<file path="config.mk">
export PLATFORM = sky130hd
export DESIGN_NAME = bin_to_bcd_seq
export DESIGN_NICKNAME = d
export VERILOG_FILES = /design/src/rtl/bin_to_bcd_seq.sv
export SDC_FILE = /design/constraint.sdc
export NUM_CORES = 1
export LEC_CHECK = 0
export BUFFER_PORTS_ARGS = -buffer_cell sky130_fd_sc_hd__buf_2
export CORE_ASPECT_RATIO = 1.75
export CORE_UTILIZATION = 58
export CTS_CLUSTER_DIAMETER = 50
export CTS_CLUSTER_SIZE = 14
export DETAILED_ROUTE_END_ITERATION = 12
export PLACE_DENSITY = 0.81
export SYNTH_ARGS = -nofsm -noshare
export SYNTH_HDL_FRONTEND = slang
export SYNTH_SLANG_ARGS = --single-unit
</file>
<file path="constraint.sdc">
create_clock -name clk -period 4.5 [get_ports clk]
set_input_delay 0.45 -clock clk [delete_from_list [all_inputs] [get_ports clk]]
set_output_delay 0.45 -clock clk [all_outputs]
set_load 0.01 [all_outputs]
</file>
<file path="src/rtl/bin_to_bcd_seq.sv">
// bin_to_bcd_seq
//   Sequential binary-to-BCD converter using shift-and-add-3 (double dabble).
//   Each clock applies the digit adjust and shifts one binary bit in, so a
//   conversion takes WIDTH clocks after the start is accepted.
//
// Parameters
//   WIDTH   binary operand width (>= 4)
//   DIGITS  number of BCD digits produced (bcd is 4*DIGITS bits)
//
// Ports
//   clk    system clock, rising edge
//   rst    synchronous reset, active-high
//   start  conversion request, only acted on while idle
//   bin    binary operand, captured when start is accepted
//   busy   high while a conversion is in progress
//   done   one-cycle pulse when a new result lands on bcd
//   bcd    result, digit 0 in bits [3:0]; holds until the next completion
//   ovf    (only with BIN_TO_BCD_SEQ_OVF_EN) operand did not fit in DIGITS
//          digits; updated together with bcd
//
// Optional feature macro: BIN_TO_BCD_SEQ_OVF_EN
//
// state | meaning
// ------+------------------------------------------------------------
// IDLE  | waiting for start; bcd holds the last result
// CONV  | one adjust+shift per clock, WIDTH clocks in total
module bin_to_bcd_seq #(
    parameter int WIDTH  = 8,
    parameter int DIGITS = 3
) (
    input  logic                  clk,
    input  logic                  rst,
    input  logic                  start,
    input  logic [WIDTH-1:0]      bin,
    output logic                  busy,
    output logic                  done,
    output logic [4*DIGITS-1:0]   bcd
`ifdef BIN_TO_BCD_SEQ_OVF_EN
    ,
    output logic                  ovf
`endif
);

    localparam int BW = 4 * DIGITS;
    localparam int CW = $clog2(WIDTH);

    typedef enum logic {
        IDLE = 1'b0,
        CONV = 1'b1
    } state_t;

    state_t          state_q, state_d;
    logic [WIDTH-1:0] sreg_q, sreg_d;
    logic [BW-1:0]   acc_q, acc_d;
    logic [CW-1:0]   cnt_q, cnt_d;
    logic [BW-1:0]   bcd_q, bcd_d;
    logic            busy_q, busy_d;
    logic            done_q, done_d;

    logic [BW-1:0]   acc_adj;
    logic [BW-1:0]   acc_shift;
    logic            out_bit;

`ifdef BIN_TO_BCD_SEQ_OVF_EN
    logic            flag_q, flag_d;
    logic            ovf_q, ovf_d;
`endif

    // Add-3 on every digit >= 5 so the following doubling carries into the
    // next digit exactly when the digit would exceed 9.
    always_comb begin
        acc_adj = acc_q;
        for (int i = 0; i < DIGITS; i++) begin
            if (acc_q[4*i +: 4] >= 4'd5) begin
                acc_adj[4*i +: 4] = acc_q[4*i +: 4] + 4'd3;
            end
        end
    end

    // The bit leaving the top digit is a carry worth 10^DIGITS; dropping it
    // leaves the result modulo 10^DIGITS.
    assign acc_shift = {acc_adj[BW-2:0], sreg_q[WIDTH-1]};
    assign out_bit   = acc_adj[BW-1];

    always_comb begin
        state_d = state_q;
        sreg_d  = sreg_q;
        acc_d   = acc_q;
        cnt_d   = cnt_q;
        bcd_d   = bcd_q;
        busy_d  = busy_q;
        done_d  = 1'b0;
`ifdef BIN_TO_BCD_SEQ_OVF_EN
        flag_d  = flag_q;
        ovf_d   = ovf_q;
`endif
        case (state_q)
            IDLE: begin
                if (start) begin
                    sreg_d  = bin;
                    acc_d   = '0;
                    cnt_d   = '0;
                    busy_d  = 1'b1;
                    state_d = CONV;
`ifdef BIN_TO_BCD_SEQ_OVF_EN
                    flag_d  = 1'b0;
`endif
                end
            end
            CONV: begin
                acc_d  = acc_shift;
                sreg_d = {sreg_q[WIDTH-2:0], 1'b0};
                cnt_d  = cnt_q + CW'(1);
`ifdef BIN_TO_BCD_SEQ_OVF_EN
                flag_d = flag_q | out_bit;
`endif
                if (cnt_q == CW'(WIDTH - 1)) begin
                    bcd_d   = acc_shift;
                    done_d  = 1'b1;
                    busy_d  = 1'b0;
                    state_d = IDLE;
`ifdef BIN_TO_BCD_SEQ_OVF_EN
                    ovf_d   = flag_q | out_bit;
`endif
                end
            end
            default: begin
                state_d = IDLE;
                busy_d  = 1'b0;
            end
        endcase
    end

    always_ff @(posedge clk) begin
        if (rst) begin
            state_q <= IDLE;
            sreg_q  <= '0;
            acc_q   <= '0;
            cnt_q   <= '0;
            bcd_q   <= '0;
            busy_q  <= 1'b0;
            done_q  <= 1'b0;
`ifdef BIN_TO_BCD_SEQ_OVF_EN
            flag_q  <= 1'b0;
            ovf_q   <= 1'b0;
`endif
        end else begin
            state_q <= state_d;
            sreg_q  <= sreg_d;
            acc_q   <= acc_d;
            cnt_q   <= cnt_d;
            bcd_q   <= bcd_d;
            busy_q  <= busy_d;
            done_q  <= done_d;
`ifdef BIN_TO_BCD_SEQ_OVF_EN
            flag_q  <= flag_d;
            ovf_q   <= ovf_d;
`endif
        end
    end

    assign busy = busy_q;
    assign done = done_q;
    assign bcd  = bcd_q;
`ifdef BIN_TO_BCD_SEQ_OVF_EN
    assign ovf  = ovf_q;
`endif

    // Unused in the default build.
    logic unused_out_bit;
    assign unused_out_bit = out_bit;

endmodule
</file>
[Word level (Yosys, flattened, before mapping)]
Cells that the tools add are included.
Word-level totals
  output and inout bits: 14
  input bits: 11
  bits in registers: 38
Cells by class
  reductions and logical operators: 3
  muxes and demuxes: 16
  bitwise gates (word level): 1
  equality and inequality tests: 3
  add/subtract/negate cells: 4
  magnitude comparators: 3
Operator list (number)
  $pmux W12 S2: 1
  $pmux W8 S2: 1
  $ge A4 B3 Y1 const B: 3
  $mux W12: 1
  $add A4 B2 Y4 const B: 2
  $mux W4: 2
  $mux W8: 1
  $mux W3: 2
  $pmux W3 S2: 1
  $mux W1: 5
  $pmux W1 S2: 2
  $reduce_and A2 Y1: 2
  $add A3 B1 Y3 const B: 1
  $add A3 B2 Y3 const B: 1
  $eq A3 B3 Y1 const B: 1
  $ne A2 B1 Y1 const B: 1
  $ne A2 B2 Y1 const B: 1
  $reduce_or A2 Y1: 1
  $not A1 Y1: 1

[Longest topological paths before layout]
Gate-level depths: netlist (run 1).
  depth after elaboration: 3
  mapped depth: 7
  depth with buffers taken out: 6

[Least setup slack after synthesis (run 1)]
No wires, ideal clock.
  kind: register to register
  start: reg acc_q[8]
  end: reg acc_q[10]
  arrival: 1.361 ns
  setup slack: 3.070 ns
  path buffers: 0
  cell stages (with the launch flop): 7
  setup time: 0.069 ns
  cell sequence: dfxtp_1 -> inv_1 -> ha_1 -> nand2b_1 -> a21oi_2 -> mux2_1 -> o21ai_1
Between the ends
  longest elaborated chain between the ends: 3
Ends and longest elaborated chain
  start: declaration: line 54  | logic [BW-1:0] acc_q, acc_d;
  start signal: assignment: line 138  | acc_q <= '0;
  start signal: assignment: line 150  | acc_q <= acc_d;
  $ge A4 B3 Y1 / $add A3 B2 Y3 (equally long branches): line 74, 75
  $mux W3 *: line 74  | if (acc_q[4*i +: 4] >= 4'd5) begin
  $pmux W12 S2 *: line 97  | case (state_q)
Mark *: on every way between the ends. The rest lies on a longest branch, timed or not.
A chain may end at the register's enable or synchronous reset.

[Final worst setup path (run 1)]
  start: reg state_q
  end: reg bcd_q[5] (netlist: bcd[5])
Between the ends
  longest elaborated chain between the ends: 1
Ends and longest elaborated chain
  start: declaration: line 52  | state_t state_q, state_d;
  start signal: assignment: line 148  | state_q <= state_d;
  $reduce_and A2 Y1 (no source line)
  end signal: assignment: line 140  | bcd_q <= '0;
  end signal: assignment: line 152  | bcd_q <= bcd_d;
  end: declaration: line 56  | logic [BW-1:0] bcd_q, bcd_d;
No other way between the ends.

==> results of run 1 <==
[final timing paths]
path / start / cells past startpoint / end / slack (ns)
max: state_q$_SDFF_PP0_ / 2 / bcd[5]$_SDFFE_PP0P_ / 2.51
max reg2reg: state_q$_SDFF_PP0_ / 2 / bcd[5]$_SDFFE_PP0P_ / 2.51
min: bcd[11]$_SDFFE_PP0P_ / 2 / bcd[11]$_SDFFE_PP0P_ / 0.45
min reg2reg: bcd[11]$_SDFFE_PP0P_ / 2 / bcd[11]$_SDFFE_PP0P_ / 0.45
[area by class of cell]
| cell class | count | area, sq um |
|---|---|---|
| multi-input combinational | 130 | 833.3 |
| inverter | 8 | 30.03 |
| tap | 27 | 33.78 |
| timing repair buffer | 24 | 120.1 |
| fill | 221 | 834.6 |
| clock buffer | 5 | 68.82 |
| sequential | 38 | 760.7 |
| clock inverter | 3 | 40.04 |
[Yosys cell counts, drive strengths merged (2+ instances only)]
master,instances
nand2b,4
nor2,21
dfxtp,38
nor2b,2
nor3,7
nor3b,7
nand2,9
nand3,6
inv,8
ha,8
mux2,2
o21ai,17
a22o,4
mux2i,11
a32o,3
a21oi,22
buf,10
xnor2,3
[power by group through the flow]
stage	clock, mW	sequential (mW)	combinational (mW)
floorplan	0	0.354	0.0326
global placement	0	0.359	0.0343
detailed placement	0	0.360	0.0363
CTS	0.286	0.352	0.0364
global route	0.299	0.353	0.0404
finish	0.281	0.351	0.0361
[registers in the layout (all words and copies together) (netlist names)]
name     flops
acc_q       12
state_q      1
done         1
bcd         12
sreg_q       8
busy         1
cnt_q        3
[stage by stage]
step | utilization | power, mW
after floorplan | - | 0.3868
after global placement | 0.6533 | 0.3931
after detailed placement | 0.6533 | 0.3958
after CTS | 0.6933 | 0.6736
after global routing | 0.6933 | 0.6921
final | 0.6933 | 0.6686
[cell usage in the layout, fill, tap and decap left out, drive strengths merged, types with 3 or more instances in the layout]
master | synthesis | final
clkbuf | 0 | 5
inv | 8 | 8
ha | 8 | 8
a32o | 3 | 3
nand2b | 4 | 4
nor3 | 7 | 7
a21oi | 22 | 22
a22o | 4 | 4
nand2 | 9 | 9
o21ai | 17 | 17
xnor2 | 3 | 3
nor2 | 21 | 21
nor3b | 7 | 7
buf | 10 | 24
mux2i | 11 | 11
dfxtp | 38 | 38
nand3 | 6 | 6
[cells by family after synthesis]
family,after synthesis,share of synthesized area
buffers and inverters,18,0.05208
flip-flops,38,0.4524
XOR/XNOR,3,0.01563
multiplexers,13,0.07887
AO/OA/AOI/OAI,48,0.1697
adder cells (fa/ha/maj),8,0.05953
AND/OR/NAND/NOR,58,0.1719
[critical path, delay by kind of cell, from the launching register on]
family,cells,cell delay [ns]
DFF,1,0.95
AOI/OAI and AO/OA,2,0.93
[layer usage]
layer,vias up,wire length [um],global-route usage
met4,0,72,0.1701
met2,38,1754,0.3990
met1,632,1341,0.2356
met5,-,0,0
met3,9,111,0.04455
li1,688,-,-
==> metrics.yaml, run 1 <==
antenna_found_initial: 0
crit_path_end_kind: "flop"
drc: 0
antennaDiodeCount: 0
cts_sinks: 38
yosys_most_used_dff: "dfxtp_1"
drv_cap: 0
slowest_delay_ns: 0.95
crit_required_ns: 4.69
routedWlPerCell_um: 13.95
ioPinCount: 25
htree_levels: 2
hpwlAfterDp_um: 2387
clk_pin_slew_ns: 0.08
io_buffers: 24
clk_latency_ns: 0.29
area_growth_pct: 12.20
start_util: 0.6179
setup_tns_ns: 0
grt_max_degree: 33
die-area_sq_um: 3127
cp_max_fo: 32
first_iter_violations: 24
intPower_mw: 0.5204
tightest_slew_ns: 0.9740
postSynthAreaPerCell_sq_um: 9.041
setup_violations: 0
first_pass_iters: 4
swShare: 0.2217
yosys_warnings: 0
synth_area_sq_um: 1682
dr_total_vias: 1367
post-route-period-util: 0.4415
drt-total-wl_um: 3279
timing.final.crit_period_ns: 1.987
rsz0062_at_grt: "false"
grt_use_total: 0.2296
synth_nets: 205
nNetsFinal: 226
drive_gt1_frac: 0.1875
cp_cell_sequence: "a21oi_1 > a22o_2"
antenna_left: 0
synth_area_leaders: "dfxtp_1, mux2i_1, a21oi_1"
power.switching_mw: 0.1482
async_reset_ff_frac: 0
yosysTopAreaCellShare: 0.4524
cts.hold.buffers_added: 0
ys_types: 30
clockRootBuffer: "clkbuf_8"
grt_overflow: 0
syn_inst: 186
cp_slowest_cell: "dfxtp_1"
power_density_nw_per_um2: 354.4
ys_seq_area_frac: 0.4524
slew_headroom: 0.3507
finClkSkew_ns: 0.01010
grt_pass1_wl_um: 5416
synth-edff-count: 0
die_h_um: 73.23
placed_cells: 227
cts_setup_buffers: 0
p_clk_frac: 0.420
p_leak_nw: 0.7854
p_seq_frac: 0.526
yosys.area.top_type: "dfxtp_1"
pwr-share-comb: 0.054
status: "finished, final reports clean"
cts_resized: 0
hp-class: "flop to flop"
fin_area_sq_um: 1887
dpl_worst_slack_ns: 2.480
gp_congestion: 0.8498
via_per_inst: 5.817
critPathArrivalTime_ns: 2.18
placed_area_sq_um: 1778
start_kind: "flop"
hold_viol: 0
ys_ff_latch: 38
worstSetupPathType: "flop to flop"
slew_viol_final: 0
cts_tree: "built"
cts_buffer_depth: 2
grt_pass1_vias: 1330
core-area_sq_um: 2721
row_count: 25
cts_buffers: 5
die_w_um: 42.71
stdcell_count: 235
holdWs_ns: 0.4468
fmax_mhz: 503.3
timing.final.ws_setup_ns: 2.513
ir_drop_v: 0.0004044
(Power assumes the default switching activity.)
==> inputs of run 2 (changes only) <==
CORE_UTILIZATION = 50   (was 58)
PLACE_DENSITY = 0.74   (was 0.81)
clock period = 1.8 ns   (was 4.5 ns; I/O delays follow)
==> metrics.yaml, run 2 (synthesis results as in run 1) <==
crit_start: "acc_q[8]$_SDFFE_PP0P_"
cts_resized: 0  # unchanged
rsz0062_at_grt: "false"
antenna_left: 0  # unchanged
timing.final.crit_period_ns: 1.660  # -0.3271 ns
holdWs_ns: 0.1704  # -0.2763 ns
htree_levels: 2  # unchanged
min_from: "bin[0]"
hold_end: "sreg_q[0]$_SDFFE_PP0P_"
status: "finished, final reports clean"
cts_buffer_depth: 2  # unchanged
routed-wl-met2_um: 1669  # -4.8%
first_iter_violations: 28  # +17%
swShare: 0.2429  # +0.02124
grt_use_total: 0.2088  # -0.02073
fmax_mhz: 602.5  # +20%
first_pass_iters: 4  # unchanged
row_count: 27  # +8.0%
highest_layer: "met4"
io_buffers: 24  # unchanged
nNetsFinal: 228  # +0.88%
p_seq_frac: 0.547  # +0.021
critPathArrivalTime_ns: 1.88  # -0.30 ns
r2r_slack_ns: 0.14  # -2.37 ns
start_kind: "flop"
dr_total_vias: 1371  # +0.29%
wl_met1_um: 1275  # -4.9%
grt_max_degree: 25  # -24%
grt_overflow: 0  # unchanged
crit_required_ns: 2.02  # -2.67 ns
power_density_nw_per_um2: 833.5  # +140%
setup_violations: 0  # unchanged
r2r_end: "acc_q[10]$_SDFFE_PP0P_"
rr_startpoint: "acc_q[8]$_SDFFE_PP0P_"
antenna_found_initial: 0  # unchanged
power.switching_mw: 0.3863  # +160%
hpwlAfterDp_um: 2354  # -1.4%
core-area_sq_um: 3176  # +17%
hp-class: "input port to flop"
die-area_sq_um: 3608  # +15%
gp_congestion: 0.7972  # -6.2%
worstSetupPathType: "flop to flop"
via_per_inst: 5.419  # -6.8%
grt_pass1_vias: 1369  # +2.9%
post-route-period-util: 0.9221  # +0.4806
p_leak_nw: 0.7845  # -0.11%
hold_depth: 3  # +1
cts.hold.buffers_added: 0  # unchanged
slew_headroom: 0.7101  # +0.3594
grt_pass1_wl_um: 5630  # +4.0%
intPower_mw: 1.204  # +130%
start_util: 0.5296  # -0.08838
clk_pin_slew_ns: 0.08  # about the same
setup_tns_ns: 0  # unchanged
clockRootBuffer: "clkbuf_8"
p_clk_frac: 0.388  # -0.032
pwr-share-comb: 0.065  # +0.011
drv_cap: 0  # unchanged
ir_drop_v: 0.0007033  # +74%
slew_viol_final: 0  # unchanged
crit_path_end_kind: "flop"
cts_buffers: 5  # unchanged
drt-total-wl_um: 3162  # -3.6%
area_growth_pct: 13.47
antennaDiodeCount: 0  # unchanged
wl_met3_um: 137  # +23%
reg2reg_depth: 6  # +4
tightest_slew_ns: 0.4349  # -0.5390 ns
finClkSkew_ns: 0.004581  # -0.005518 ns
routedWlPerCell_um: 12.50  # -10%
die_w_um: 45.84  # +7.3%
cts_setup_buffers: 0  # unchanged
drive_gt1_frac: 0.1952  # +0.007738
hold_viol: 0  # unchanged
clk_latency_ns: 0.29  # about the same
ioPinCount: 25  # unchanged
drc: 0  # unchanged
layout_common_cells: "dfxtp_1, buf_2, a21oi_1, nor2_1, mux2i_1"
die_h_um: 78.72  # +7.5%
cp_max_fo: 5  # -84%
final_common_cell: "dfxtp_1"
cts_tree: "built"
cts_sinks: 38  # unchanged
[run 2: how the worst max path moves through the flow]
stage	to	slack, ns	cells past startpoint
2_1_floorplan	acc_q[10]$_SDFFE_PP0P_	0.37	6
3_3_place_gp	bcd[10]$_SDFFE_PP0P_	0.32	6
3_5_place_dp	acc_q[10]$_SDFFE_PP0P_	0.19	6
4_1_cts	acc_q[10]$_SDFFE_PP0P_	0.19	6
5_1_grt	bcd[10]$_SDFFE_PP0P_	0.07	6
6_report	acc_q[10]$_SDFFE_PP0P_	0.14	6
[run 2: power groups by stage]
stage                     sequential [mW]  combinational [mW]  clock, mW
after global routing                0.873               0.119      0.653
after CTS                           0.871               0.104      0.622
after global placement              0.889               0.100          0
final                               0.871               0.103      0.616
after detailed placement            0.890               0.104          0
after floorplan                     0.886              0.0815          0
[run 2: area by class of cell]
class | count | area [sq um]
clock buffers | 6 | 82.58
clock inverters | 2 | 12.51
fillers | 308 | 1267
inverters | 8 | 30.03
multi-input cells | 130 | 833.3
flip-flops and latches | 38 | 760.7
well taps | 43 | 53.80
repair buffers | 26 | 135.1
[run 2: layer usage]
metal  vias to the layer above  track usage
met1                       630       0.2170
li1                        696            -
met4                         0      0.09412
met3                         8      0.05682
met2                        37       0.3662
met5                         -            0
[run 2: worst max-delay path: stages, from the launching register on]
cell	delay [ns]
dfxtp_1	0.34
inv_1	0.12
ha_1	0.25
nand2b_1	0.10
a21oi_2	0.25
mux2_1	0.38
o21ai_1	0.15
[run 2: metrics by stage]
step | instances | setup WS (ns) | util | total power [mW] | instance area, sq um
finish | 253 | 0.1402 | 0.6009 | 1.590 | 1908
global route | 253 | 0.07282 | 0.6009 | 1.645 | 1908
CTS | 253 | 0.1857 | 0.6009 | 1.597 | 1908
detailed placement | 245 | 0.1903 | 0.5709 | 0.9944 | 1813
global placement | 245 | 0.3187 | 0.5709 | 0.9894 | 1813
floorplan | 186 | 0.3705 | - | 0.9670 | 1682
==> inputs of run 3 (changes only) <==
RECOVER_POWER = 50   (was default)
==> metrics.yaml, run 3 (synthesis results as in run 1) <==
crit_path_end_kind: "flop"
layout_common_cells: "dfxtp_1, a21oi_1, nor2_1"
die-area_sq_um: 3608  # unchanged
dpl_worst_slack_ns: 0.1903  # unchanged
htree_levels: 2  # unchanged
cts_sinks: 38  # unchanged
cp_cell_sequence: "inv_1 > ha_1 > nand2b_1 > a21oi_2 > mux2_1 > o21ai_1"
p_seq_frac: 0.548  # about the same
cts.hold.buffers_added: 0  # unchanged
area_growth_pct: 12.13
start_kind: "flop"
rsz0062_at_grt: "false"
setup_tns_ns: 0  # unchanged
first_pass_iters: 4  # unchanged
final_common_cell: "dfxtp_1"
status: "finished, final reports clean"
slew_viol_final: 0  # unchanged
timing.final.crit_period_ns: 1.637  # -0.02270 ns
worstSetupPathType: "flop to flop"
p_leak_nw: 0.7222  # -7.9%
grt_pass1_wl_um: 5630  # unchanged
power_density_nw_per_um2: 842.4  # +1.1%
die_w_um: 45.84  # unchanged
hpwlAfterDp_um: 2354  # unchanged
cts_setup_buffers: 0  # unchanged
antenna_found_initial: 0  # unchanged
drc: 0  # unchanged
first_iter_violations: 30  # +7.1%
die_h_um: 78.72  # unchanged
antenna_left: 0  # unchanged
drive_gt1_frac: 0.1286  # -0.06667
cts_resized: 0  # unchanged
pwr-share-comb: 0.064  # about the same
via_per_inst: 5.395  # -0.44%
power.switching_mw: 0.3865  # about the same
slowest_delay_ns: 0.38  # about the same
cts_buffer_depth: 2  # unchanged
cts_tree: "built"
cts_buffers: 5  # unchanged
hp-class: "input port to flop"
hold_viol: 0  # unchanged
row_count: 27  # unchanged
drv_cap: 0  # unchanged
tightest_slew_ns: 0.4816  # +0.04665 ns
timing.final.ws_setup_ns: 0.1629  # +0.02270 ns
routedWlPerCell_um: 12.50  # about the same
clockRootBuffer: "clkbuf_8"
post-route-period-util: 0.9095  # -0.01261
drt-total-wl_um: 3163  # about the same
antennaDiodeCount: 0  # unchanged
gp_congestion: 0.7972  # unchanged
cp_max_fo: 5  # unchanged
dr_total_vias: 1365  # -0.44%
p_clk_frac: 0.388  # about the same
slew_headroom: 0.6790  # -0.03110
fmax_mhz: 610.8  # +1.4%
grt_use_total: 0.2088  # unchanged
start_util: 0.5296  # unchanged
core-area_sq_um: 3176  # unchanged
nNetsFinal: 228  # unchanged
critPathArrivalTime_ns: 1.86  # -0.02 ns
clk_pin_slew_ns: 0.07  # about the same
swShare: 0.2433  # +0.0003803
finClkSkew_ns: 0.003963  # -0.0006179 ns
setup_violations: 0  # unchanged
grt_max_degree: 25  # unchanged
grt_pass1_vias: 1369  # unchanged
ioPinCount: 25  # unchanged
ir_drop_v: 0.0007021  # -0.17%
final_util: 0.5938  # -0.007092
grt_overflow: 0  # unchanged
fill_cells: 311  # +0.97%
io_buffers: 24  # unchanged
crit_required_ns: 2.02  # about the same
clk_latency_ns: 0.29  # about the same
cp_slowest_cell: "mux2_1"
intPower_mw: 1.202  # -0.18%
==> run 3: cell count changes in the layout (fill, tap and decap cells not counted) <==
cell / delta
clkbuf_1: +14
buf_4: -2
or2_1: -1
clkbuf_2: +2
or2_0: +1
buf_2: -14
==> run 3: metal layers <==
metal | vias to the layer above | wire length (um) | global-route usage
met5 | - | 0 | 0
met4 | 0 | 79 | 0.09412
met3 | 8 | 135 | 0.05682
met2 | 35 | 1666 | 0.3662
met1 | 626 | 1282 | 0.2170
li1 | 696 | - | -
==> run 3: cell type report <==
class | count | area, sq um | share of cell area
Sequential cell | 38 | 760.7 | 0.4035
Inverter | 8 | 30.03 | 0.01593
Tap cell | 43 | 53.80 | 0.02853
Timing Repair Buffer | 26 | 112.6 | 0.05972
Multi-Input combinational cell | 130 | 833.3 | 0.4419
Clock buffer | 6 | 82.58 | 0.04380
Clock inverter | 2 | 12.51 | 0.006636
==> run 3: through the flow <==
step	cell area (sq um)	cells	hold WS, ns	total power, mW
2_1_floorplan	1682	186	0.3526	0.9670
3_3_place_gp	1813	245	0.4362	0.9894
3_5_place_dp	1813	245	0.4336	0.9944
4_1_cts	1908	253	0.1680	1.597
5_1_grt	1886	253	0.2230	1.643
6_report	1886	253	0.1710	1.588
==> run 3: worst max-delay path, delay by kind of cell (launching register included) <==
kind,cells,cell delay [ns]
AOI/OAI and AO/OA,2,0.37
adders and majority gates,1,0.25
buffers and inverters,1,0.12
DFF,1,0.34
muxes,1,0.38
and+or+nand+nor,1,0.10
==> run 3: final timing paths <==
path                         start                     end  slack (ns)  depth (start not counted)
max          acc_q[8]$_SDFFE_PP0P_  acc_q[10]$_SDFFE_PP0P_        0.16                          6
min                         bin[0]  sreg_q[0]$_SDFFE_PP0P_        0.17                          3
min reg2reg    bcd[6]$_SDFFE_PP0P_     bcd[6]$_SDFFE_PP0P_        0.45                          2
max reg2reg  acc_q[8]$_SDFFE_PP0P_  acc_q[10]$_SDFFE_PP0P_        0.16                          6
==> run 3: power by group through the flow <==
stage / combinational [mW] / sequential [mW] / clock (mW)
after floorplan: 0.0815 / 0.886 / 0
after global placement: 0.100 / 0.889 / 0
after detailed placement: 0.104 / 0.890 / 0
after CTS: 0.104 / 0.871 / 0.622
after global routing: 0.117 / 0.873 / 0.653
final: 0.101 / 0.871 / 0.617
